`src/rtl/instr_fetch_queue.sv`:
```
// Instruction fetch front end: fetch PC, imem request issue,
// and a small {pc, instr} FIFO presented to decode.
module instr_fetch_queue #(
   parameter int unsigned DEPTH    = 4,
   parameter logic [31:0] RESET_PC = 32'h0000_0000
) (
   input  logic        clk,
   input  logic        reset,
   output logic        imem_req,
   output logic [31:0] imem_addr,
   input  logic [31:0] imem_rdata,
   input  logic        redirect_valid,
   input  logic [31:0] redirect_pc,
   output logic        out_valid,
   output logic [31:0] out_instr,
   output logic [31:0] out_pc,
   input  logic        out_ready
);

   localparam int unsigned AW = $clog2(DEPTH);
   localparam logic [AW+1:0] LVL_MAX = (AW+2)'(DEPTH);

   typedef struct packed {
      logic [31:0] pc;
      logic [31:0] instr;
   } entry_t;

   entry_t        fifo_q [DEPTH];
   logic [AW-1:0] rd_ptr;
   logic [AW-1:0] wr_ptr;
   logic [AW:0]   count;
   logic [AW:0]   count_nxt;
   logic [AW+1:0] level;
   logic [31:0]   fetch_pc;
   logic [31:0]   inflight_pc;
   logic          inflight;
   logic          push;
   logic          pop;
   logic          issue;

   // Credit check counts the in-flight word so a push never hits a full FIFO.
   always_comb begin
      level = {1'b0, count} + {{(AW+1){1'b0}}, inflight};
      issue = !reset && !redirect_valid && (level < LVL_MAX);
      push  = inflight && !redirect_valid;
      pop   = out_valid && out_ready;
   end

   assign imem_req  = issue;
   assign imem_addr = fetch_pc;
   assign out_valid = (count != '0);
   assign out_instr = fifo_q[rd_ptr].instr;
   assign out_pc    = fifo_q[rd_ptr].pc;

   // Occupancy next-state; a redirect empties the queue after any pop.
   always_comb begin
      count_nxt = count;
      if (redirect_valid) begin
         count_nxt = '0;
      end else begin
         unique case ({push, pop})
            2'b10:   count_nxt = count + 1'b1;
            2'b01:   count_nxt = count - 1'b1;
            default: count_nxt = count;
         endcase
      end
   end

   // Fetch PC and outstanding-request tracking.
   always_ff @(posedge clk or posedge reset) begin
      if (reset) begin
         fetch_pc    <= RESET_PC;
         inflight    <= 1'b0;
         inflight_pc <= RESET_PC;
      end else if (redirect_valid) begin
         fetch_pc    <= redirect_pc & 32'hFFFF_FFFC;
         inflight    <= 1'b0;
      end else if (issue) begin
         fetch_pc    <= fetch_pc + 32'd4;
         inflight    <= 1'b1;
         inflight_pc <= fetch_pc;
      end else begin
         inflight    <= 1'b0;
      end
   end

   // FIFO pointers and occupancy.
   always_ff @(posedge clk or posedge reset) begin
      if (reset) begin
         rd_ptr <= '0;
         wr_ptr <= '0;
         count  <= '0;
      end else begin
         count <= count_nxt;
         if (redirect_valid) begin
            rd_ptr <= '0;
            wr_ptr <= '0;
         end else begin
            if (push) wr_ptr <= wr_ptr + 1'b1;
            if (pop)  rd_ptr <= rd_ptr + 1'b1;
         end
      end
   end

   // Entry storage; contents are don't-care until written.
   always_ff @(posedge clk) begin
      if (push) begin
         fifo_q[wr_ptr] <= '{pc: inflight_pc, instr: imem_rdata};
      end
   end

endmodule

```
`config.mk`:
```
export PLATFORM = sky130hd
export DESIGN_NAME = instr_fetch_queue
export DESIGN_NICKNAME = d
export VERILOG_FILES = /design/src/rtl/instr_fetch_queue.sv
export SDC_FILE = /design/constraint.sdc
export NUM_CORES = 1
export LEC_CHECK = 0
export BUFFER_PORTS_ARGS = -buffer_cell sky130_fd_sc_hd__buf_2
export CELL_PAD_IN_SITES_DETAIL_PLACEMENT = 1
export CELL_PAD_IN_SITES_GLOBAL_PLACEMENT = 2
export CORE_MARGIN = 2
export CORE_UTILIZATION = 45
export DETAILED_ROUTE_END_ITERATION = 12
export PLACE_DENSITY_LB_ADDON = 0.1
export SYNTH_ARGS = -nofsm -noshare
export SYNTH_HDL_FRONTEND = slang
export SYNTH_SLANG_ARGS = --single-unit
export TNS_END_PERCENT = 5
```
`constraint.sdc`:
```
create_clock -name clk -period 7.8 [get_ports clk]
set_input_delay 0.39 -clock clk [delete_from_list [all_inputs] [get_ports clk]]
set_output_delay 0.39 -clock clk [all_outputs]
set_load 0.05 [all_outputs]
```
==> results.toml, run 1 <==
[routing]
drc_errors = 0
vias_per_cell = 5.64
drt-initial-drc-count = 319
wl_mm = 28.0
ant_nets = 0
vias = 7032
firstDrtPassIters = 4
post_drt_wl_per_cell_um = 22.5

[critical_path]
endpoint_kind = "output port"
r2r_start = "imem_addr[2]"
arrival_ns = 2.91
critPathLaunchType = "register"
reg2reg_slack_ns = 5.07
criticalPathCategory = "reg -> out"
critPathRequiredTime_ns = 7.41
ff2ff_path_depth = 5
r2r-end = "imem_addr[22]"
path_max_fanout = 36

[power_and_ir_drop]
power.density_mw_per_mm2 = 337
irDropWorstVdd_v = 0.000137
power_frac_comb_pct = 22.4
power.share.clock_pct = 32.6
sequentialPowerShare_pct = 45.0
p_sw_uw = 1580
power.internal_uw = 3350
leakage_uw = 0.00534
swShare_pct = 32.1

[sta]
rsz0062_at_grt = "no"
maxSlewViolCount = 0
fmax_ghz = 0.303
min_period_over_period_pct = 42.3
relSlewSlack_pct = 20.1
worst_pin_slew_ns = 1.20
finClkSkew_ns = 0.0136
fin_tns_setup_ns = 0
fin_crit_ns = 3.30
setup_viol = 0
worst_slack_ns = 4.50
hold_viol_final = 0

[layout]
diodes = 0
nets = 954
fillers = 2569
area_growth_pct = 18.0
drive_gt1_share_pct = 32.1

[clocking]
cts_setup_buffers = 0
clockRootBuffer = "clkbuf_16"
postCtsHoldBufs = 0
ctsResizeCount = 0
cts.htree.levels = 2
cts_tree = "built"
cts_sinks = 316
clk_latency_ns = 0.50
clkSlewWorstSetupHoldPaths_ns = 0.06
cts_buffer_depth = 3
cts_buffers = 35

[logic_synthesis]
synth_flop_cell = "edfxtp_1"
ys_ff_latch = 316
syn_inst = 716
yosys_warnings = 0
synth-edff-count = 248
ys_types = 50
ys_seq_area_share_pct = 73.7
syn_area_sq_mm = 0.0124
avgSynthCellArea_sq_um = 17.3
async_flop_share_pct = 21.5

[place]
place_hpwl_mm = 16.9
place_ws_ns = 4.92
routabilityCongestion = 0.814
port_buffers = 159

[grt]
first_global_vias = 7802
gr-total-overflow = 0
grt_pass1_wl_mm = 44.4
track_usage_pct = 20.0
grt_max_degree = 64
antenna_found_initial = 1

[floorplanning]
core-area_sq_mm = 0.0270
initial_core_util_pct = 45.9
fp.dieArea_sq_mm = 0.0289
ios = 166
fp.dieH_um = 170
die_w_um = 170
num_rows = 60

[worst_hold_path]
hold_class = "in -> async"

[outcome]
status = "finished clean"

[flow_run]
max-cap-violations = 0
[synthesized netlist by cell type, types with 2 or more instances]
cell type	number	area, sq um
nand2_1	114	428
o41ai_1	2	17.5
and3_1	6	37.5
or4_1	9	67.6
nor3_1	6	30.0
edfxtp_1	248	7450
a22oi_1	6	45.0
nor2_1	10	37.5
buf_4	4	30.0
and2_1	5	31.3
clkbuf_1	20	75.1
buf_2	11	55.1
nand4_1	10	62.6
o311ai_0	23	201
buf_1	4	15.0
mux2i_1	2	20.0
a221o_1	4	40.0
o31ai_1	3	22.5
dfrtp_1	68	1700
a21oi_1	5	25.0
a21o_1	3	22.5
mux4_2	62	1400
ha_1	5	62.6
nand3_1	18	90.1
inv_1	11	41.3
or3_1	9	56.3
o21ai_0	9	45.0
o211ai_1	6	45.0
xnor2_1	2	17.5
or2_2	4	25.0
nor2b_1	4	25.0
nor4_1	2	12.5
xor2_1	3	26.3
and4_1	2	17.5
[per-layer routing]
layer	vias to the layer above	wire length [um]	GRT usage [%]
met5	-	7	0
met4	2	449	4.79
met3	40	1580	3.98
met2	207	13700	33.5
met1	3621	12300	27.1
li1	3162	-	-
[how the worst max path moves through the flow]
stage / slack, ns / end / cells after the start / startpoint
2_1_floorplan: 5.13 / fifo_q[0][0] / 3 / redirect_valid
6_report: 4.50 / out_instr[0] / 3 / rd_ptr[0]
4_1_cts: 4.38 / out_instr[0] / 3 / rd_ptr[0]
5_1_grt: 4.25 / out_instr[17] / 3 / rd_ptr[0]
3_3_place_gp: 4.94 / out_instr[0] / 3 / rd_ptr[0]
3_5_place_dp: 4.92 / out_instr[0] / 3 / rd_ptr[0]
[area by class of cell]
class                           count  area, sq um  share of cell area (%)
Sequential cell                   316         9160                    62.5
Multi-Input combinational cell    352         3070                    20.9
Clock buffer                       58         1040                    7.13
Timing Repair Buffer              164          833                    5.69
Tap cell                          341          427                    2.91
Clock inverter                      5         81.3                   0.555
Inverter                           11         41.3                   0.282
[worst max-delay path, cell delays in order (launching register included)]
cell,delay [ns]
dfrtp_4,0.93
buf_4,0.63
mux4_2,0.60
buf_2,0.23
[flip-flops by register name, summed over array words and instances (netlist names)]
name,cells
wr_ptr,2
count,3
imem_addr,30
inflight,1
rd_ptr,2
inflight_pc,30
fifo_q,248
[placed cells by master, fill, tap and decap left out, types with 17 or more instances in the layout]
| master | netlist | routed |
|---|---|---|
| edfxtp_1 | 248 | 248 |
| buf_2 | 11 | 159 |
| nand2_1 | 114 | 113 |
| dfrtp_1 | 68 | 66 |
| mux4_2 | 62 | 62 |
| clkbuf_16 | 0 | 37 |
| o311ai_0 | 23 | 23 |
| nand3_1 | 18 | 18 |
| clkbuf_1 | 20 | 17 |
[metrics by stage]
stage                     std cells  utilization, %  instance area, sq um  hold WS, ns  total power, uW
after floorplan                 719               -                 12400        0.476             3070
final                          1247            54.2                 14700       0.0381             4930
after global routing           1247            54.2                 14700       0.0923             5130
after detailed placement       1184            50.1                 13500        0.506             3380
after global placement         1184            50.1                 13500        0.490             3340
after CTS                      1247            54.2                 14700       0.0486             4990
[power groups by stage]
| stage | sequential [uW] | combinational (uW) | clock (uW) |
|---|---|---|---|
| 6_report | 2220 | 1110 | 1610 |
| 5_1_grt | 2250 | 1170 | 1700 |
| 3_3_place_gp | 2240 | 1100 | 0 |
| 2_1_floorplan | 2210 | 855 | 0 |
| 4_1_cts | 2220 | 1120 | 1640 |
| 3_5_place_dp | 2260 | 1120 | 0 |
[cell families (layout without fill, tap and decap cells)]
logic type	Yosys count	count (layout)	synth area share [%]
AOI/OAI and AO/OA	66	66	4.05
xor gates and xnor gates	5	5	0.353
adders and majority gates	6	6	0.665
buffers and inverters	51	238	1.78
DFF	316	316	73.7
muxes	64	64	11.4
other	1	4	0.0302
and+or+nand+nor	207	207	8.02
(Power assumes the default switching activity.)
==> inputs of run 2 (changes only) <==
--- a/config.mk
+++ b/config.mk
@@ -5,11 +5,12 @@
 export SDC_FILE = /design/constraint.sdc
 export NUM_CORES = 1
 export LEC_CHECK = 0
+export ABC_AREA = 1
 export BUFFER_PORTS_ARGS = -buffer_cell sky130_fd_sc_hd__buf_2
 export CELL_PAD_IN_SITES_DETAIL_PLACEMENT = 1
 export CELL_PAD_IN_SITES_GLOBAL_PLACEMENT = 2
 export CORE_MARGIN = 2
-export CORE_UTILIZATION = 45
+export CORE_UTILIZATION = 38
 export DETAILED_ROUTE_END_ITERATION = 12
 export PLACE_DENSITY_LB_ADDON = 0.1
 export SYNTH_ARGS = -nofsm -noshare
==> constraint.sdc (replaced) <==
create_clock -name clk -period 3.13 [get_ports clk]
set_input_delay 0.1565 -clock clk [delete_from_list [all_inputs] [get_ports clk]]
set_output_delay 0.1565 -clock clk [all_outputs]
set_load 0.05 [all_outputs]
==> results.toml, run 2 <==
[outcome]
status = "finished clean"

[clocking]
cts.htree.levels = 2
cts_setup_buffers = 0
clkSlewWorstSetupHoldPaths_ns = 0.06
clk_latency_ns = 0.51
ctsResizeCount = 0
cts_sinks = 316
postCtsHoldBufs = 63
clockRootBuffer = "clkbuf_16"
cts_tree = "built"
cts_buffer_depth = 3
cts_buffers = 35

[routing]
wl_mm = 32.9
vias_per_cell = 4.98
vias = 9018
drt-initial-drc-count = 409
firstDrtPassIters = 4
drc_errors = 0
post_drt_wl_per_cell_um = 18.1
ant_nets = 0

[critical_path]
slowest_delay_ns = 0.43
crit_end = "out_instr[19]"
r2r-end = "fifo_q[2][22]"
arrival_ns = 2.36
slowest_stage = "dfrtp_4"
criticalPathCategory = "reg -> out"
ff2ff_path_depth = 5
path_max_fanout = 37
path_cells = "buf_4 > buf_4 > o21ai_0 > o22ai_1 > buf_2"
crit_start = "rd_ptr[0]"
cp_top_family = "buffers and inverters"
r2r_start = "wr_ptr[0]"
cp.depth = 5
endpoint_kind = "output port"
critical_path_buf_inv_count = 3
reg2reg_slack_ns = 0.94
cp_common_cell = "buf_4"
critPathLaunchType = "register"
critPathRequiredTime_ns = 2.97

[logic_synthesis]
synth_flop_cell = "edfxtp_1"
yosys_warnings = 0
yosysTopAreaCellShare_pct = 57.7
syn_area_sq_mm = 0.0129
synth-edff-count = 248
ys_ff_latch = 316
avgSynthCellArea_sq_um = 11.6
synth_most_common_cell = "edfxtp_1"
ys_seq_area_share_pct = 70.9
synthTopCellsByArea = "edfxtp_1 (58%), dfrtp_1 (13%), nor2_1 (6.3%), o21ai_0 (5.8%), nand2_1 (3.8%)"
syn_inst = 1110
yosys-top-cells-count = "edfxtp_1 (248), nor2_1 (216), o21ai_0 (150), nand2_1 (130), dfrtp_1 (68)"
synth_top_area_cell = "edfxtp_1"
ys_types = 34
async_flop_share_pct = 21.5

[grt]
grt_max_degree = 69
grt_pass1_wl_mm = 52.1
gr-total-overflow = 0
track_usage_pct = 18.7
first_global_vias = 9453
antenna_found_initial = 0

[layout]
multi_input_area_sq_mm = 0.00328
final_common_cell = "edfxtp_1"
final_cell_mix = "edfxtp_1 (248), nor2_1 (212), buf_2 (159)"
largest_register_ffs = 248
utilization_pct = 47.7
drive_gt1_share_pct = 18.6
seq_area_sq_mm = 0.00915
area_growth_pct = 23.7
nets = 1410
largest_register = "fifo_q"
diodes = 0
final_cell_area_sq_mm = 0.0160
fillers = 3611

[place]
place_hpwl_mm = 20.8
port_buffers = 159
routabilityCongestion = 0.732
placed_area_sq_mm = 0.0143

[worst_hold_path]
hold_class = "in -> reg"

[floorplanning]
fp.dieH_um = 188
initial_core_util_pct = 38.6
ios = 166
core-area_sq_mm = 0.0334
die_w_um = 188
num_rows = 67
fp.dieArea_sq_mm = 0.0354

[sta]
fmax_ghz = 0.397
hold_viol_final = 0
min_period_over_period_pct = 80.4
relSlewSlack_pct = 31.5
rsz0062_at_grt = "no"
finClkSkew_ns = 0.0130
worst_pin_slew_ns = 1.02
fin_crit_ns = 2.52
setup_viol = 0
maxSlewViolCount = 0

[power_and_ir_drop]
irDropWorstVdd_v = 0.000318
power_uw = 13300
leakage_uw = 0.00610
power.density_mw_per_mm2 = 836

[flow_run]
max-cap-violations = 0
[run 2: cell types whose count changed after synthesis, moves of 16 or more]
| cell | delta |
|---|---|
| o22ai_1 | +62 |
| mux4_2 | -62 |
| nand3_1 | +43 |
| o311ai_0 | -23 |
| inv_1 | +39 |
| o21ai_0 | +141 |
| nor2_1 | +206 |
| nand2_1 | +16 |
[run 2: final cells by class]
| cell class | instances | area share (%) |
|---|---|---|
| flip-flops and latches | 316 | 57.4 |
| multi-input cells | 683 | 20.6 |
| repair buffers | 247 | 10.6 |
| clock buffers | 46 | 5.81 |
| well taps | 448 | 3.51 |
| inverters | 53 | 1.25 |
| clock inverters | 18 | 0.894 |
[run 2: cell families after synthesis]
logic type / after synthesis / synth area share (%)
XOR/XNOR: 5 / 0.340
other: 1 / 0.0291
AO/OA/AOI/OAI: 244 / 10.6
AND/OR/NAND/NOR: 424 / 13.5
flip-flops: 316 / 70.9
buffers and inverters: 114 / 3.93
adder cells (fa/ha/maj): 6 / 0.640
[run 2: metal layers]
layer / wire, um / global-route usage, % / up-vias
met5: 0 / 0 / -
met3: 1150 / 2.92 / 42
met2: 16100 / 32.2 / 175
met1: 14900 / 24.5 / 4433
met4: 791 / 5.78 / 0
li1: - / - / 4368
[run 2: stage by stage]
| stage | setup WS (ns) | TNS (ns) | std cells | hold WS (ns) |
|---|---|---|---|---|
| floorplan | -0.586 | -139.26 | 1113 | 0.255 |
| global placement | 0.890 | 0 | 1684 | 0.370 |
| detailed placement | 0.864 | 0 | 1684 | 0.377 |
| CTS | 0.554 | 0 | 1811 | 0.00773 |
| global route | 0.435 | 0 | 1811 | 0.0708 |
| finish | 0.613 | 0 | 1811 | 0.0365 |
[run 2: worst min path at each step]
stage          slack [ns]            start  cells after the start            end
2_1_floorplan        0.26    imem_rdata[0]                      0   fifo_q[0][0]
3_3_place_gp         0.37   imem_rdata[12]                      1  fifo_q[3][12]
3_5_place_dp         0.38    imem_rdata[3]                      1   fifo_q[3][3]
4_1_cts             0.008  redirect_pc[27]                      4  imem_addr[27]
5_1_grt              0.07  redirect_pc[27]                      4  imem_addr[27]
6_report             0.04  redirect_pc[27]                      4  imem_addr[27]
[run 2: report_power, final]
part | leakage, uW | total, uW | internal [uW] | switching, uW
clock | 0.000518 | 3860 | 2260 | 1600
combinational | 0.00250 | 4060 | 944 | 3120
sequential | 0.00308 | 5420 | 5030 | 390
total | 0.00610 | 13300 | 8230 | 5100
[run 2: tightest hold or removal path, cell delays in order]
cell,delay (ns)
buf_2,0.08
nand2_1,0.07
a21boi_0,0.13
nand3_1,0.07
